==> src/rtl/fifo_pkg.sv <==
// ---------------------------------------------------------------------------
// fifo_pkg
// Shared constants and helpers for the parametrised synchronous FIFO.
//   FIFO_MODE_STD  : read data follows an accepted pop by one cycle
//   FIFO_MODE_FWFT : head word is presented on rd_data_o while not empty
//   lvl_width()    : width of a fill-level value (0..DEPTH inclusive)
// ---------------------------------------------------------------------------
package fifo_pkg;

  localparam int FIFO_MODE_STD  = 0;
  localparam int FIFO_MODE_FWFT = 1;

  // A level of 0..2**addr_width needs one bit more than a pointer.
  function automatic int lvl_width(input int addr_width);
    return addr_width + 1;
  endfunction

endpackage

==> src/rtl/ram_sdp_sync.sv <==
// ---------------------------------------------------------------------------
// ram_sdp_sync
// Simple dual-port RAM: one write port, one read port, single clock,
// synchronous (registered) read. No reset on storage or read register.
// Ports:
//   clk_i    : clock
//   we_i     : write enable
//   waddr_i  : write address
//   wdata_i  : write data
//   re_i     : read enable; rdata_o loads mem[raddr_i] on the next edge
//   raddr_i  : read address
//   rdata_o  : registered read data, holds while re_i is low
// ---------------------------------------------------------------------------
module ram_sdp_sync #(
  parameter int DATA_WIDTH = 8,
  parameter int ADDR_WIDTH = 8
) (
  input  logic                  clk_i,
  input  logic                  we_i,
  input  logic [ADDR_WIDTH-1:0] waddr_i,
  input  logic [DATA_WIDTH-1:0] wdata_i,
  input  logic                  re_i,
  input  logic [ADDR_WIDTH-1:0] raddr_i,
  output logic [DATA_WIDTH-1:0] rdata_o
);

  logic [DATA_WIDTH-1:0] r_mem [2**ADDR_WIDTH];
  logic [DATA_WIDTH-1:0] r_rdata;

  always_ff @(posedge clk_i) begin
    if (we_i) r_mem[waddr_i] <= wdata_i;
    if (re_i) r_rdata <= r_mem[raddr_i];
  end

  assign rdata_o = r_rdata;

endmodule

==> src/rtl/fifo_sync_param.sv <==
// ---------------------------------------------------------------------------
// fifo_sync_param
// Parametrised single-clock FIFO with exact fill level, programmable
// almost-full/almost-empty thresholds, sticky overflow/underflow flags,
// synchronous flush and optional first-word-fall-through read mode.
// ADDR_WIDTH legal range is 2..12 (DEPTH = 2**ADDR_WIDTH).
// Ports:
//   clk_i, rst_i            : clock, synchronous active-high reset
//   flush_i                 : clear contents and sticky flags in one cycle
//   push_i / wr_data_i      : write request and data
//   pop_i / rd_data_o       : read request and data
//   afull_thresh_i          : almost_full_o  = level_o >= threshold
//   aempty_thresh_i         : almost_empty_o = level_o <= threshold
//   full_o, empty_o         : status flags (registered)
//   level_o                 : stored words, 0..DEPTH
//   overflow_o, underflow_o : sticky rejected push / rejected pop
// ---------------------------------------------------------------------------
module fifo_sync_param
  import fifo_pkg::*;
#(
  parameter int DATA_WIDTH = 8,
  parameter int ADDR_WIDTH = 8,
  parameter int FWFT       = 0
) (
  input  logic                  clk_i,
  input  logic                  rst_i,
  input  logic                  flush_i,
  input  logic                  push_i,
  input  logic [DATA_WIDTH-1:0] wr_data_i,
  input  logic                  pop_i,
  output logic [DATA_WIDTH-1:0] rd_data_o,
  input  logic [ADDR_WIDTH:0]   afull_thresh_i,
  input  logic [ADDR_WIDTH:0]   aempty_thresh_i,
  output logic                  full_o,
  output logic                  empty_o,
  output logic                  almost_full_o,
  output logic                  almost_empty_o,
  output logic [ADDR_WIDTH:0]   level_o,
  output logic                  overflow_o,
  output logic                  underflow_o
);

  localparam int LW = lvl_width(ADDR_WIDTH);
  localparam int DEPTH = 2 ** ADDR_WIDTH;
  localparam logic [LW-1:0] DEPTH_LVL = LW'(DEPTH);
  localparam logic [LW-1:0] LVL_ONE = LW'(1);
  localparam logic [ADDR_WIDTH-1:0] PTR_ONE = ADDR_WIDTH'(1);

  logic [ADDR_WIDTH-1:0] r_wptr, r_rptr;
  logic [LW-1:0]         r_level;
  logic                  r_full, r_empty, r_afull, r_aempty;
  logic                  r_ovf, r_udf;
  // Masks the RAM read register to zero after reset/flush until the
  // next read loads it, so rd_data_o reads 0 without resetting the RAM.
  logic                  r_rd_clr;

  logic                  w_push_acc, w_pop_acc, w_rd_en, w_empty_nxt;
  logic [LW-1:0]         w_level_nxt, w_ram_cnt;
  logic [DATA_WIDTH-1:0] w_ram_rdata;

  assign w_push_acc = push_i & ~r_full  & ~flush_i & ~rst_i;
  assign w_pop_acc  = pop_i  & ~r_empty & ~flush_i & ~rst_i;

  // In FWFT mode the RAM read register is the head register; words still
  // sitting in RAM are the level minus the one presented at the output.
  assign w_ram_cnt = r_level - (r_empty ? '0 : LVL_ONE);

  always_comb begin
    w_level_nxt = r_level;
    if (w_push_acc && !w_pop_acc)      w_level_nxt = r_level + LVL_ONE;
    else if (!w_push_acc && w_pop_acc) w_level_nxt = r_level - LVL_ONE;
  end

  always_comb begin
    w_rd_en     = 1'b0;
    w_empty_nxt = 1'b1;
    if (FWFT == FIFO_MODE_FWFT) begin
      // Prefetch when the head slot is free or being vacated by this pop.
      w_rd_en     = (w_ram_cnt != '0) && (r_empty || w_pop_acc)
                    && !flush_i && !rst_i;
      w_empty_nxt = !(w_rd_en || (!r_empty && !w_pop_acc));
    end else begin
      w_rd_en     = w_pop_acc;
      w_empty_nxt = (w_level_nxt == '0);
    end
  end

  ram_sdp_sync #(
    .DATA_WIDTH (DATA_WIDTH),
    .ADDR_WIDTH (ADDR_WIDTH)
  ) u_ram (
    .clk_i   (clk_i),
    .we_i    (w_push_acc),
    .waddr_i (r_wptr),
    .wdata_i (wr_data_i),
    .re_i    (w_rd_en),
    .raddr_i (r_rptr),
    .rdata_o (w_ram_rdata)
  );

  always_ff @(posedge clk_i) begin
    if (rst_i) begin
      r_wptr   <= '0;
      r_rptr   <= '0;
      r_level  <= '0;
      r_full   <= 1'b0;
      r_empty  <= 1'b1;
      r_afull  <= 1'b0;
      r_aempty <= 1'b1;
      r_ovf    <= 1'b0;
      r_udf    <= 1'b0;
      r_rd_clr <= 1'b1;
    end else if (flush_i) begin
      r_wptr   <= '0;
      r_rptr   <= '0;
      r_level  <= '0;
      r_full   <= 1'b0;
      r_empty  <= 1'b1;
      r_afull  <= (afull_thresh_i == '0);
      r_aempty <= 1'b1;
      r_ovf    <= 1'b0;
      r_udf    <= 1'b0;
      r_rd_clr <= 1'b1;
    end else begin
      if (w_push_acc) r_wptr <= r_wptr + PTR_ONE;
      if (w_rd_en) begin
        r_rptr   <= r_rptr + PTR_ONE;
        r_rd_clr <= 1'b0;
      end
      r_level  <= w_level_nxt;
      r_full   <= (w_level_nxt == DEPTH_LVL);
      r_empty  <= w_empty_nxt;
      r_afull  <= (w_level_nxt >= afull_thresh_i);
      r_aempty <= (w_level_nxt <= aempty_thresh_i);
      if (push_i && r_full)  r_ovf <= 1'b1;
      if (pop_i  && r_empty) r_udf <= 1'b1;
    end
  end

  assign rd_data_o      = r_rd_clr ? '0 : w_ram_rdata;
  assign full_o         = r_full;
  assign empty_o        = r_empty;
  assign almost_full_o  = r_afull;
  assign almost_empty_o = r_aempty;
  assign level_o        = r_level;
  assign overflow_o     = r_ovf;
  assign underflow_o    = r_udf;

endmodule

==> config.mk <==
export PLATFORM = sky130hd
export DESIGN_NAME = fifo_sync_param
export DESIGN_NICKNAME = d
export VERILOG_FILES = /design/src/rtl/fifo_pkg.sv /design/src/rtl/ram_sdp_sync.sv /design/src/rtl/fifo_sync_param.sv
export SDC_FILE = /design/constraint.sdc
export NUM_CORES = 2
export LEC_CHECK = 0
export BUFFER_PORTS_ARGS = -buffer_cell sky130_fd_sc_hd__buf_2
export CORE_MARGIN = 3
export CORE_UTILIZATION = 60
export CTS_CLUSTER_SIZE = 10
export DETAILED_ROUTE_END_ITERATION = 10
export HOLD_SLACK_MARGIN = 0.02
export PLACE_DENSITY = 0.76
export REMOVE_ABC_BUFFERS = 1
export SYNTH_ARGS = -nofsm -noshare
export SYNTH_HDL_FRONTEND = slang
export SYNTH_SLANG_ARGS = --single-unit
==> constraint.sdc <==
create_clock -name clk_i -period 3.6 [get_ports clk_i]
set_input_delay 0.18 -clock clk_i [delete_from_list [all_inputs] [get_ports clk_i]]
set_output_delay 0.18 -clock clk_i [all_outputs]
set_load 0.05 [all_outputs]
After elaboration in Yosys (flattened, before gate mapping). Memories as Yosys holds them, arrays and structs flattened. A register that Yosys moved wholly into a read port is not among the register bits. Cells that the tools add are included.

Equal/unequal tests: 1. Mux-type cells: 6. Reductions and logical operators: 9. Add/subtract/negate cells: 4. $lt $le $gt $ge: 2. Bitwise gates (word level): 10.

Operators with widths (count): $logic_not A9 Y1 (2); $mux W9 (2); $add A8 B1 Y8 const B (2); $add A9 B1 Y9 const B (1); $eq A9 B9 Y1 const B (1); $ge A9 B9 Y1 (1); $le A9 B9 Y1 (1); $sub A9 B1 Y9 const B (1); $mux W8 (1); $and A1 B1 Y1 (6); $logic_and A1 B1 Y1 (4); $not A1 Y1 (4); $mux W1 (3); $logic_not A1 Y1 (2); $reduce_or A2 Y1 (1).

Flip-flop bits (word level): 32. RAM bits: 2048. Logic and storage cells: 43. Input bits: 31. Memories: 1.

Memory list: u_ram.r_mem (depth 256, bits a word 8, rd ports 1, clocked after Yosys merged registers in 1, wr ports 1, line ram_sdp_sync.sv:27) `logic [DATA_WIDTH-1:0] r_mem [2**ADDR_WIDTH];`.

Depth between registers and ports, before layout.
Depth after elaboration: 10. Mapped depth: 13. Depth with buffers taken out: 12.

Hierarchy. Synthesis repeated with hierarchy kept, for this count alone.

Cell total of the unflattened synthesis: 3978. Area, all modules: 81675.8 sq um.

Modules (own cells, without submodules): ram_sdp_sync (times used 1, cells an instance 3733, seq. area each 61739.2 sq um, area an instance 79636.4 sq um); fifo_sync_param (times used 1, cells an instance 245, seq. area each 640.6 sq um, area an instance 2039.5 sq um).

Least setup slack after synthesis. Ideal clock, no wire load.

Path kind: register -> register. Start: reg r_empty, in the netlist empty_o. End: reg r_afull, in the netlist almost_full_o. Buffers on the path: 0. Setup slack: 0.385 ns. Arrival: 3.090 ns. Clock period less this slack: 3.215 ns. Cell stages (with the launch flop): 13. Required time: 3.475 ns. Library setup time: 0.125 ns. Path through: dfxtp_1 -> nor4b_2 -> and2_1 -> nor2_1 -> xnor2_1 -> ha_1 -> nand2b_1 -> a21o_1 -> a21o_1 -> a211oi_1 -> o21bai_1 -> a31oi_1 -> o21ai_0.

Word-level cells in the longest chain between the ends: 9.

RTL lines: from (decl) (line fifo_sync_param.sv:51) `logic r_full, r_empty, r_afull, r_aempty;`; from (signal assigned) (line fifo_sync_param.sv:132) `r_empty <= w_empty_nxt;`; $not A1 Y1 * (line fifo_sync_param.sv:62) `assign w_pop_acc = pop_i & ~r_empty & ~flush_i & ~rst_i;`; $and A1 B1 Y1 * (3 in a row) (line fifo_sync_param.sv:62); via u_ram.re_i (line ram_sdp_sync.sv:22) `input logic re_i,`; $logic_and A1 B1 Y1 or $logic_not A1 Y1 (tied branches) (line fifo_sync_param.sv:71, fifo_sync_param.sv:70); $mux W9 or $logic_and A1 B1 Y1 (tied branches) (line fifo_sync_param.sv:71, fifo_sync_param.sv:70); $mux W9 * (line fifo_sync_param.sv:70) `if (w_push_acc && !w_pop_acc) w_level_nxt = r_level + LVL_ONE;`; $ge A9 B9 Y1 * (line fifo_sync_param.sv:133) `r_afull <= (w_level_nxt >= afull_thresh_i);`; $mux W1 * (line fifo_sync_param.sv:113) `end else if (flush_i) begin`; to (signal assigned) (line fifo_sync_param.sv:119) `r_afull <= (afull_thresh_i == '0);`; to (signal assigned) (line fifo_sync_param.sv:133); to (decl) (line fifo_sync_param.sv:51).

Mark *: on every way through the listed nets, which the timed path passes. The rest lies on a longest branch. A chain may end at the register's enable or synchronous reset.

==> metrics.md <==
| Metric | Value |
|---|---|
| Cell type with the highest aggregate area in the netlist | sky130_fd_sc_hd__edfxtp_1 |
| Count of yosys warnings during synthesis | 0 |
| Antenna viol nets, final | 0 |
| Clk buf depth | 3 |
| Placed standard-cell area | 87100 µm² |
| Category of the worst setup path launch point | flop |
| Clock transition time at the flip-flop clock pins of the worst setup and hold paths | 60 ps |
| Top cell type's share of synthesized area | 0.754 |
| Main combinational cell family by area after synthesis | multiplexers |
| Mean Syn Cell Area | 20.1 µm² |
| Via density per instance | 6.98 |
| Synthesis-to-layout area growth | 14.5% |
| Maxcap violations | 0 |
| Total global routing overflow | 0 |
| CP max stage delay | 680 ps |
| Fraction of the mapped netlist area in simple logic gates | 0.0323 |
| Cells traversed along the worst timing path | buf_4, and2_2, buf_4, buf_4, a22o_1, a211oi_1, a211oi_1, o32ai_1, buf_4, mux2i_1 |
| Final worst path period share | 0.973 |
| Number of search-and-repair iterations in the first detailed-routing pass | 8 |
| Netlist area before placement | 81900 µm² |
| Slew of the pin with the lowest slew margin | 1160 ps |
| # IOs | 54 |
| Pleak | 0.0290 µW |
| Result of the run | complete, no violations |
| Std cell rows | 134 |
| Number of global-route vias before repair | 44928 |
| Final total negative setup slack | 0 ps |
| Worst voltage drop across the vdd grid | 0.000435 V |
| Critical path's most frequent cell | sky130_fd_sc_hd__buf_4 |
| RSZ-0062 raised after global routing | no |
| Clock skew | 55.9 ps |
| Count of pins over their slew limit | 0 |
| Clock latency on the worst-skew pair | 870 ps |
| Class of the most critical setup path | reg -> reg |
| Wire length of the first global-routing pass | 317000 µm |
| Unique masters post-synth | 78 |
| Portion of netlist area occupied by mux cells | 0.145 |
| Most numerous cell types in the synthesized netlist | sky130_fd_sc_hd__edfxtp_1, sky130_fd_sc_hd__mux4_2, sky130_fd_sc_hd__nor2_1 |
| Class of the tightest hold or removal check | in -> reg |
| Final hold violation count | 0 |
| Required time of the critical path | 4310 ps |
| Headroom to the max-slew limit | 0.228 |
| Endpoint type of the worst setup path | flop |
| Top achievable clock speed | 285 MHz |
| Time the final worst path needs with I/O delays and setup | 3500 ps |
| Post-route cell area | 93800 µm² |
| DIE HEIGHT | 376 µm |
| Number of enable flip-flop cells after synthesis | 2056 |
| Critical Path Fanout Max | 16 |
| Layout cell share with drive strength beyond 1 | 0.265 |
| Total number of vias | 44961 |
| Number of setup violations in the final report | 0 |
| Wire per inst | 34.1 µm |
| Initial antenna violation count | 6 |
| Ranking of synthesized cells by area | sky130_fd_sc_hd__edfxtp_1, sky130_fd_sc_hd__mux4_2, sky130_fd_sc_hd__mux2i_1, sky130_fd_sc_hd__nor2_1, sky130_fd_sc_hd__dfxtp_1 |
| #FFs+latches synth | 2088 |
| Number of standard cells after synthesis | 4070 |
| Async SR Flop Fraction | 0 |
| Fraction of synthesized cell area in xor and xnor cells | 0.00203 |
| Core area | 134000 µm² |
| Input/output buffers | 53 |
| CTS H-tree depth | 4 |
| Leading cell type by number of instances after synthesis | sky130_fd_sc_hd__edfxtp_1 |
| Number of clock sinks | 2088 |
| # nets final | 4639 |
| Power density over cell area | 511 nW/µm² |
| Most instantiated flip-flop cell in the synthesis netlist | sky130_fd_sc_hd__edfxtp_1 |
| Power consumption | 47900 µW |
| Total Routing Usage GR | 0.315 |
| Num CTS Buffers | 228 |
| Hold Path Stages | 1 |
| Die Footprint | 141000 µm² |
| Initial DRC count | 6939 |
| Highest-delay cell along the critical path | sky130_fd_sc_hd__a211oi_1 |
| TritonCTS clock tree | built |
| Clock Root Buffer | sky130_fd_sc_hd__clkbuf_16 |
| Die outline width | 376 µm |
| Number of cells on the worst reg-to-reg path | 10 |
| Placed wire-length estimate | 135000 µm |
| Aggregate routed wire length | 220000 µm |
| Final weighted congestion of routability-driven global placement | 0.920 |
| Effective utilization at floorplan | 0.609 |
| Data arrival time of the worst path | 4220 ps |
| Maximum number of pins on one net before global-route repair | 144 |
| Drc violations | 0 |
| Compound-cell area share of the yosys netlist | 0.0369 |
| Sequential-to-total area share from yosys stat | 0.761 |
| Adder-cell share of the synthesized area | 0.00382 |
-- final timing paths --
path	start	to	slack, ps
setup / recovery	r_rptr[3]	u_ram.rdata_o[0]	100
hold / removal	wr_data_i[0]	u_ram.r_mem[144][0]	70
setup reg to reg	r_rptr[3]	u_ram.rdata_o[0]	100
hold reg to reg	overflow_o	overflow_o	470
-- registers in the layout, indices dropped and copies added, names as in the netlist --
signal	flops
r_wptr	8
almost_empty_o	1
overflow_o	1
r_rptr	8
almost_full_o	1
level_o	9
underflow_o	1
u_ram.rdata_o	8
empty_o	1
full_o	1
r_rd_clr	1
u_ram.r_mem	2048
-- routing by layer --
layer  share of wire  vias up  global-route usage
li1                -    17744                   -
met1            0.36    23192               0.433
met2            0.46     3376               0.479
met3            0.12      645              0.0853
met4           0.055        4               0.149
met5         0.00016        -                   0
-- power by group --
group | total, µW | internal [µW] | switching (µW)
Combinational | 709 | 168 | 541
Clock | 20500 | 11600 | 8930
Sequential | 26700 | 26700 | 4.48
Total | 47900 | 38400 | 9480
-- area by class of cell --
| class | instances | area [µm²] |
|---|---|---|
| diodes | 4 | 10.0 |
| fillers | 7913 | 40600 |
| flip-flops and latches | 2088 | 62400 |
| inverters | 24 | 90.1 |
| multi-input cells | 1700 | 18100 |
| clock inverters | 15 | 324 |
| clock buffers | 303 | 6040 |
| repair buffers | 541 | 4660 |
| well taps | 1768 | 2210 |
-- cell families (layout without fill, tap and decap cells) --
| kind of cell | count (synthesis) | after routing |
|---|---|---|
| buf+inv | 282 | 883 |
| mux | 646 | 646 |
| fa+ha+maj | 25 | 25 |
| xor+xnor | 19 | 19 |
| compound gates | 426 | 426 |
| simple gates | 584 | 584 |
| flops | 2088 | 2088 |
| other cells | 0 | 4 |
-- critical path: cells and delay by family (launching register included) --
kind,cells,cell delay [ps]
DFF,1,580
and+or+nand+nor,1,240
buffers and inverters,4,1180
AOI/OAI and AO/OA,4,1200
muxes,1,120
-- through the flow --
stage / hold WS (ps) / setup WS (ps) / cells / utilization
global route: 115 / 22.5 / 6439 / 0.698
CTS: 60.0 / 41.9 / 6431 / 0.697
finish: 65.0 / 96.7 / 6443 / 0.698
detailed placement: 456 / 67.0 / 6090 / 0.648
floorplan: 279 / -23400 / 3812 / -
global placement: 438 / 78.7 / 6090 / 0.648
-- cell usage in the layout, fill, tap and decap left out, types with 26 or more instances in the layout --
| cell | n |
|---|---|
| sky130_fd_sc_hd__nand2_1 | 82 |
| sky130_fd_sc_hd__nor2_1 | 302 |
| sky130_fd_sc_hd__mux2i_1 | 202 |
| sky130_fd_sc_hd__a211oi_1 | 40 |
| sky130_fd_sc_hd__buf_4 | 417 |
| sky130_fd_sc_hd__a22oi_1 | 76 |
| sky130_fd_sc_hd__clkbuf_16 | 230 |
| sky130_fd_sc_hd__buf_2 | 45 |
| sky130_fd_sc_hd__a221oi_1 | 26 |
| sky130_fd_sc_hd__nand3_1 | 60 |
| sky130_fd_sc_hd__clkbuf_1 | 72 |
| sky130_fd_sc_hd__mux4_2 | 432 |
| sky130_fd_sc_hd__a21oi_1 | 84 |
| sky130_fd_sc_hd__buf_12 | 48 |
| sky130_fd_sc_hd__o22ai_1 | 29 |
| sky130_fd_sc_hd__edfxtp_1 | 2056 |
| sky130_fd_sc_hd__dfxtp_1 | 26 |
-- repair_timing --
| item | in CTS | in global routing |
|---|---|---|
| gates resized for setup | 0 | 2 |
| endpoints found under the hold margin | 211 | 0 |
| endpoints found under the setup margin | 0 | 5 |
| hold buffers | 23 | 0 |
| buffers inserted | 0 | 8 |
(Power assumes the default switching activity.)
